==> config.mk <==
export PLATFORM = sky130hd
export DESIGN_NAME = divider_8bit_seq
export DESIGN_NICKNAME = d
export VERILOG_FILES = /design/src/rtl/divider_8bit_seq.sv
export SDC_FILE = /design/constraint.sdc
export NUM_CORES = 1
export LEC_CHECK = 0
export ABC_CLOCK_PERIOD_IN_PS = 2450
export CORE_MARGIN = 4
export CORE_UTILIZATION = 42
export DETAILED_ROUTE_END_ITERATION = 6
export GPL_ROUTABILITY_DRIVEN = 0
export PLACE_DENSITY_LB_ADDON = 0.3
export SYNTH_ARGS = -nofsm -noshare
export SYNTH_HDL_FRONTEND = slang
export SYNTH_HIERARCHICAL = 1
export SYNTH_SLANG_ARGS = --single-unit
==> constraint.sdc <==
create_clock -name clk -period 2.45 [get_ports clk]
set_clock_uncertainty 0.2 [all_clocks]
set_input_delay 0.3675 -clock clk [delete_from_list [all_inputs] [get_ports clk]]
set_output_delay 0.3675 -clock clk [all_outputs]
set_load 0.03 [all_outputs]
==> src/rtl/divider_8bit_seq.sv <==
// divider_8bit_seq: multi-cycle unsigned 8-bit restoring divider with start/busy/done handshake
//   clk          in   clock, rising edge
//   rst_n        in   asynchronous active-low reset
//   start        in   request, sampled only while busy=0
//   dividend     in   unsigned dividend, captured when start is accepted
//   divisor      in   unsigned divisor, captured when start is accepted
//   busy         out  high while an operation is running
//   done         out  one-cycle pulse when results become valid
//   quotient     out  floor(dividend/divisor), DBZ_QUOT on divide-by-zero
//   remainder    out  dividend mod divisor, dividend on divide-by-zero
//   div_by_zero  out  set with done when divisor was 0, held with the results
module subtractor_8bit (
    input  logic [7:0] i_a,
    input  logic [7:0] i_b,
    output logic [7:0] o_diff
);
    assign o_diff = i_a - i_b;
endmodule

module divider_8bit_seq #(
    parameter int              WIDTH    = 8,
    parameter logic [WIDTH-1:0] DBZ_QUOT = 8'hFF
) (
    input  logic             clk,
    input  logic             rst_n,
    input  logic             start,
    input  logic [WIDTH-1:0] dividend,
    input  logic [WIDTH-1:0] divisor,
    output logic             busy,
    output logic             done,
    output logic [WIDTH-1:0] quotient,
    output logic [WIDTH-1:0] remainder,
    output logic             div_by_zero
);
    typedef enum logic [1:0] {S_IDLE, S_RUN, S_DONE} state_t;
    state_t           r_state, w_next;
    logic             r_pend;
    logic [2:0]       r_cnt;
    logic [WIDTH-1:0] r_q, r_r, r_div, r_quot, r_rem;
    logic             r_dbz;
    logic             w_accept, w_ge;
    logic [WIDTH:0]   w_s;
    logic [WIDTH-1:0] w_diff, w_r_next, w_q_next;
    // r_pend marks the single idle cycle between a divide-by-zero request and its done pulse
    assign w_accept = start && r_state != S_RUN && !r_pend;
    assign w_s      = {r_r, r_q[WIDTH-1]};
    assign w_ge     = w_s >= {1'b0, r_div};
    subtractor_8bit u_sub (
        .i_a    (w_s[WIDTH-1:0]),
        .i_b    (r_div),
        .o_diff (w_diff)
    );
    // when w_s[8] is set the true difference still fits in 8 bits, so the wrapped diff is exact
    assign w_r_next = w_ge ? w_diff : w_s[WIDTH-1:0];
    assign w_q_next = {r_q[WIDTH-2:0], w_ge};
    always_ff @(posedge clk or negedge rst_n) begin
        if (!rst_n) r_state <= S_IDLE;
        else        r_state <= w_next;
    end
    always_comb begin
        w_next = r_state;
        if (w_accept && divisor != '0)
            w_next = S_RUN;
        else if (r_pend)
            w_next = S_DONE;
        else if (r_state == S_RUN)
            w_next = r_cnt == 3'(WIDTH - 1) ? S_DONE : S_RUN;
        else if (r_state == S_DONE)
            w_next = S_IDLE;
    end
    always_comb begin
        busy        = r_state == S_RUN;
        done        = r_state == S_DONE;
        quotient    = r_quot;
        remainder   = r_rem;
        div_by_zero = r_dbz;
    end
    always_ff @(posedge clk or negedge rst_n) begin
        if (!rst_n) begin
            r_pend <= 1'b0;
            r_cnt  <= '0;
            r_q    <= '0;
            r_r    <= '0;
            r_div  <= '0;
            r_quot <= '0;
            r_rem  <= '0;
            r_dbz  <= 1'b0;
        end else if (w_accept) begin
            r_q <= dividend;
            if (divisor != '0) begin
                r_r   <= '0;
                r_div <= divisor;
                r_cnt <= '0;
                r_dbz <= 1'b0;
            end else begin
                r_pend <= 1'b1;
            end
        end else if (r_pend) begin
            r_pend <= 1'b0;
            r_quot <= DBZ_QUOT;
            r_rem  <= r_q;
            r_dbz  <= 1'b1;
        end else if (r_state == S_RUN) begin
            r_r   <= w_r_next;
            r_q   <= w_q_next;
            r_cnt <= r_cnt + 3'd1;
            if (r_cnt == 3'(WIDTH - 1)) begin
                r_quot <= w_q_next;
                r_rem  <= w_r_next;
            end
        end
    end
endmodule

==> impl_results.md <==
* Post-synth top area cell: dfrtp_1
* Peak Freq at between 400 and 500 MHz
* Antenna violations before repair at 0
* Post-CTS Setup Inserts at 0
* Required time of the critical path at ~2.5 ns
* CTS buffer count at 5
* Yosys warning count at 6
* Syn Std Cell Area at 2500 µm²
* First-pass GRT wire length at about 10000 µm
* Clock Path Buffers at 2
* Setup CP Type: reg2reg
* TNS Setup at 0 ns
* FF+latch area at 1180 µm²
* Die span in x at roughly 85 µm
* Syn Area/Cell at 10.0 µm²
* Worst slack at placement at between 0.1 and 0.15 ns
* FP Rows at 27
* Vias per inst at 5.51
* Min cycle time layout at ~2.3 ns
* Fin. Hold Viols at 0
* Starting Density at between 40 and 50%
* Nets at about 330
* Main area contributors after synthesis: dfrtp_1 (47%), ha_1 (9.5%), o21ai_0 (5.6%), nand2_1 (5.0%), a22oi_1 (4.2%)
* Clock sink count at 47
* Port bufs at 37
* Grt total ovfl at 0
* Max-slew headroom at 49.4%
* Critical Path AT at 2.29 ns
* IO Pins at 38
* Final non-filler cell total at around 370
* Post-synth EDFFs at 0
* Worst hold path class: reg2reg
* Syn_nets at between 200 and 300
* CTS tree: built
* Clk pin slew, worst setup/hold paths at around 0.090 ns
* Lkg Pwr at 0.00143 µW
* Worst setup margin at around 0.17 ns
* Multi-input combinational cell area at about 1200 µm²
* Worst Path Max Fanout at 4
* Tightest Pin Transition at ~0.76 ns
* Wire per inst at roughly 17 µm
* Residual DRC at 0
* Mapped Cells at ~250
* RSZ-0062 raised after global routing: no
* Fillers at 503
* Pin count of the biggest net entering global routing at 26
* Most frequent cells in the layout: dfrtp_1 (47), clkdlybuf4s50_1 (35), nand2_1 (33)
* 1st-pass router iterations at 4
* DP Wirelength at about 4700 µm
* Total GRT Usage at approximately 18%
* H-tree depth at 2
* Vias in the first global route at about 2.1k
* Setup Viol. Count Final at 0
* Peak VDD IR at 884 µV
* Pwr dens at 1620 nW/µm²
* WHS at approximately 0.3 ns
* Critical Path Sink Type: register
* Share of cells above drive strength 1 at ~8.4%
* Die area at roughly 7200 µm²
* Area growth, synth to finish at 25.3%
* DR iter-0 viols at 110
* Critical Path Start Type: register
* Ys flop type: dfrtp_1
* Commonest non-fill, non-tap cell in the layout: dfrtp_1
* Drt total wl at approximately 6200 µm
* Placed cell count at around 360
* # diodes at 0
* Cell variety after synth at 39
* #FFs+latches synth at 47
* Final Cycle Share at 92.9%
* CTS root buffer: clkbuf_8
* Outcome: finished, final reports clean
* Max cap viols at 0
* Worst-skew pair later-pin latency at roughly 0.30 ns
* Via count at 2028
* Synth top area share at 47.1%
* Core ar. at between 5000 and 6000 µm²
* Slew Viols, Final at 0
* Asr flop ratio synth at between 90% and 100%
* Count of antenna-violating nets left after detailed routing at 0
* Sequential area share after synthesis at between 40% and 50%
* Die outline height at about 85 µm
[what timing repair did]
action,in CTS,in global routing
hold buffers,1,0
endpoints found under the hold margin,23,0
resized for setup,0,2
endpoints found under the setup margin,0,3
[state kept, by name (all words and copies together) (netlist names)]
signal and flops:
r_q 8, quotient 8, remainder 8, r_state 2, div_by_zero 1, r_cnt 3
r_r 8, r_div 8, r_pend 1
[report_power, final]
part | internal, µW | leakage (µW) | switching, µW
registers | 1150 | 0.000577 | 306
logic | 1290 | 0.000788 | 1660
clock network | 408 | 0.0000654 | 260
[area by class of cell]
type                            count  share of cell area (%)
Inverter                           20                    2.40
Clock inverter                      2                    1.92
Timing Repair Buffer               48                    14.5
Clock buffer                        6                    2.32
Sequential cell                    47                    37.6
Tap cell                           72                    2.88
Multi-Input combinational cell    173                    38.4
[worst max-delay path, stage by stage, from the launching register on]
cell and delay, ns:
dfrtp_1 0.43, inv_1 0.07, ha_1 0.15, inv_1 0.05
fa_1 0.43, a211oi_2 0.21, o21bai_1 0.10, a21oi_1 0.18
xnor2_1 0.14, mux2i_1 0.10, o21ai_0 0.15
[kinds of logic (layout without fill, tap and decap cells)]
| group | after synthesis | after routing | share of synthesized area [%] |
|---|---|---|---|
| AO/OA/AOI/OAI | 79 | 79 | 21.3 |
| flip-flops | 47 | 47 | 47.1 |
| multiplexers | 8 | 8 | 3.21 |
| buffers and inverters | 29 | 76 | 5.01 |
| adder cells (fa/ha/maj) | 20 | 20 | 10.3 |
| XOR/XNOR | 6 | 6 | 2.11 |
| AND/OR/NAND/NOR | 60 | 60 | 11.0 |
[synthesized netlist by cell type (2+ instances only)]
library cell  number
o22a_1             7
a31oi_1            3
nand2_1           33
a21o_1             3
o21ai_0           28
inv_1             20
xnor2_1            5
nor3_1             2
buf_6              2
dfrtp_1           47
clkbuf_1           6
nor2b_1            2
a21oi_1           10
nand2b_1           3
a22o_1             3
mux2i_1            8
nor4_1             2
a22oi_1           14
nor2_1            12
ha_1              19
a211oi_1           2
[routing by layer]
layer | track usage (%) | wire, µm
met1 | 24.1 | 2910
met2 | 27.8 | 2870
met3 | 4.56 | 299
met4 | 4.75 | 74
met5 | 0 | 0
[metrics by stage]
stage | power [µW] | utilization [%] | area (µm²)
4_1_cts | 5080 | 55.3 | 3120
3_5_place_dp | 4390 | 52.8 | 2980
2_1_floorplan | 3480 | - | 2500
3_3_place_gp | 4300 | 52.8 | 2980
6_report | 5080 | 55.4 | 3130
5_1_grt | 5490 | 55.4 | 3130
[worst paths after layout]
kind | startpoint | endpoint | slack (ns) | depth (start not counted)
worst max-delay path | r_q[7] | r_r[6] | 0.17 | 10
worst min-delay path | remainder[0] | remainder[0] | 0.31 | 2
worst max register to register | r_q[7] | r_r[6] | 0.17 | 10
worst min register to register | remainder[0] | remainder[0] | 0.31 | 2
max in group asynchronous | rst_n | r_cnt[0] | 1.08 | 3
min in group asynchronous | rst_n | quotient[3] | 0.39 | 2
No activity file was read; power rests on OpenSTA's default activity.
==> RTL change, RTL diff (same settings) <==
Encoding of `state_t`: now one-hot (3 bits for 3 states).
--- a/src/rtl/divider_8bit_seq.sv
+++ b/src/rtl/divider_8bit_seq.sv
@@ -32,7 +32,7 @@
     output logic [WIDTH-1:0] remainder,
     output logic             div_by_zero
 );
-    typedef enum logic [1:0] {S_IDLE, S_RUN, S_DONE} state_t;
+    typedef enum logic [2:0] {S_IDLE = 3'b001, S_RUN = 3'b010, S_DONE = 3'b100} state_t;
     state_t           r_state, w_next;
     logic             r_pend;
     logic [2:0]       r_cnt;
Formal check against the unedited RTL: same outputs for any inputs over 10 cycles, from zero or initial values and one cycle with rst_n low; not proved beyond that.
==> RTL change against the original RTL <==
  * Sequential share of layout area increased by 0.78 points
  * Sequential cell count is 1 higher
  * Synthesized area rose by 2.6%
  * Critical path depth down 1
  * Wire length is 5.6% lower
  * Synthesized cell count down 1.2%
  * Non-clock buffer count down 2
  * Largest power group unchanged
  * Total power about the same
  * Utilization fell by 2.5 points
  * Design area is 0.16% higher
  * Setup slack lost 0.017 ns
==> RTL change: results (changes against the original RTL) <==
MIN_PATH_CELLS=1  # -1
GR-USAGE-MET1_PCT=22.26  # -1.8 points
MET1_LENGTH_MM=2.592  # -11%
GRTUSAGEMET2_PCT=27.89  # +0.066 points
LEAKAGE_uW=0.001399  # -2.2%
AVERAGE_ROUTED_WIRE_PER_STANDARD_CELL_UM=15.88  # -5.1%
YS_TYPES=48  # +23%
DRIVE_ABOVE_1_SHARE_PCT=10.31  # +1.9 points
ROUTED-WL-MET3_UM=236  # -21%
GR-USAGE-ALL-LAYERS_PCT=16.78  # -0.85 points
POST-PLACE-WS_NS=0.1721  # +0.04153 ns
HOLD_PATH_CLASS='register to register'
DR_TOTAL_VIAS=1958  # -3.5%
REGTOREGSETUPSLACK_NS=0.16  # -0.02 ns
SLEW-LIMIT-HEADROOM_PCT=62.64  # +13 points
SWITCHING_SHARE_PCT=45.72  # +1.9 points
SYNTH.CELLS.MOST_FREQUENT='dfrtp_1 (47), nand2_1 (27), inv_1 (19)'
MIN_FROM='div_by_zero$_DFFE_PN0P_'
R2R_CELLS=9  # -1
RESULT_OF_THE_RUN='completed'
POWER_DENSITY_OVER_THE_CELLS_nW_PER_UM2=1622  # -0.10%
IR_DROP_V=0.0006889  # -22%
DR.FIRST_ITER.DRC_COUNT=97  # -12%
FIRST_PASS_GRT_WIRE_LENGTH_MM=9.666  # -4.9%
GRT_PASS1_VIAS=1943  # -5.5%
YS_TOP_CELLS_BY_AREA='dfrtp_1 (46%), ha_1 (8.3%), mux2i_1 (5.9%)'
HOLDPATHEND='div_by_zero$_DFFE_PN0P_'
GRTUSAGEMET3_PCT=3.842  # -0.72 points
WL_MET2_MM=2.944  # +2.5%
DETAILEDPLACEMENTHPWL_MM=4.412  # -5.7%
RR_ENDPOINT='remainder[4]$_DFFE_PN0P_'
RTL change: cell type report:
class / count / area, sq um / share of cell area (%)
clock buffers: 6 / 82.58 / 2.637
clock inverters: 2 / 10.01 / 0.3196
inverters: 20 / 75.07 / 2.397
multi-input cells: 169 / 1221 / 38.99
flip-flops and latches: 48 / 1202 / 38.39
well taps: 75 / 93.84 / 2.996
repair buffers: 46 / 446.7 / 14.26
RTL change: critical path: cells and delay by family, from the launching register on:
family | cells | cell delay, ns
AO/OA/AOI/OAI | 3 | 0.49
XOR/XNOR | 1 | 0.09
adder cells (fa/ha/maj) | 2 | 0.58
buffers and inverters | 2 | 0.12
flip-flops | 1 | 0.42
multiplexers | 1 | 0.27
RTL change: cell families (layout without fill, tap and decap cells):
kind of cell,after synthesis,count (layout),synth area share [%]
mux,16,16,6.305
xor+xnor,6,6,2.053
buf+inv,29,74,5.523
flops,48,48,46.97
simple gates,48,48,9.629
compound gates,81,81,20.43
fa+ha+maj,18,18,9.091
RTL change: timing repair:
item,4_1_cts,5_1_grt
buffers inserted,0,0
endpoints found under the setup margin,1,2
hold endpoints to repair,23,0
hold buffers,1,0
resized for setup,1,1
RTL change: through the flow:
| stage | hold WS [ns] | cell area, sq um | cells |
|---|---|---|---|
| 2_1_floorplan | -0.1281 | 2560 | 246 |
| 3_3_place_gp | 0.1906 | 3025 | 357 |
| 3_5_place_dp | 0.1932 | 3025 | 357 |
| 4_1_cts | 0.2909 | 3127 | 366 |
| 5_1_grt | 0.3161 | 3132 | 366 |
| 6_report | 0.2905 | 3132 | 366 |
RTL change: power groups by stage:
stage	clock (uW)	combinational [uW]	sequential (uW)
floorplan	0	2030	1680
global placement	0	3030	1510
detailed placement	0	3100	1510
CTS	504	3100	1500
global route	539	3430	1550
finish	495	3090	1500
RTL change: how the worst max path moves through the flow:
stage | from | end | slack [ns] | cells after the start
5_1_grt | r_q[7]$_DFFE_PN0P_ | r_r[4]$_DFFE_PN0P_ | 0.007 | 9
6_report | r_q[7]$_DFFE_PN0P_ | remainder[4]$_DFFE_PN0P_ | 0.16 | 9
2_1_floorplan | r_q[7]$_DFFE_PN0P_ | r_r[6]$_DFFE_PN0P_ | 0.34 | 10
4_1_cts | r_q[7]$_DFFE_PN0P_ | remainder[6]$_DFFE_PN0P_ | 0.15 | 10
3_3_place_gp | r_q[7]$_DFFE_PN0P_ | r_r[4]$_DFFE_PN0P_ | 0.23 | 9
3_5_place_dp | r_q[7]$_DFFE_PN0P_ | r_r[6]$_DFFE_PN0P_ | 0.17 | 10
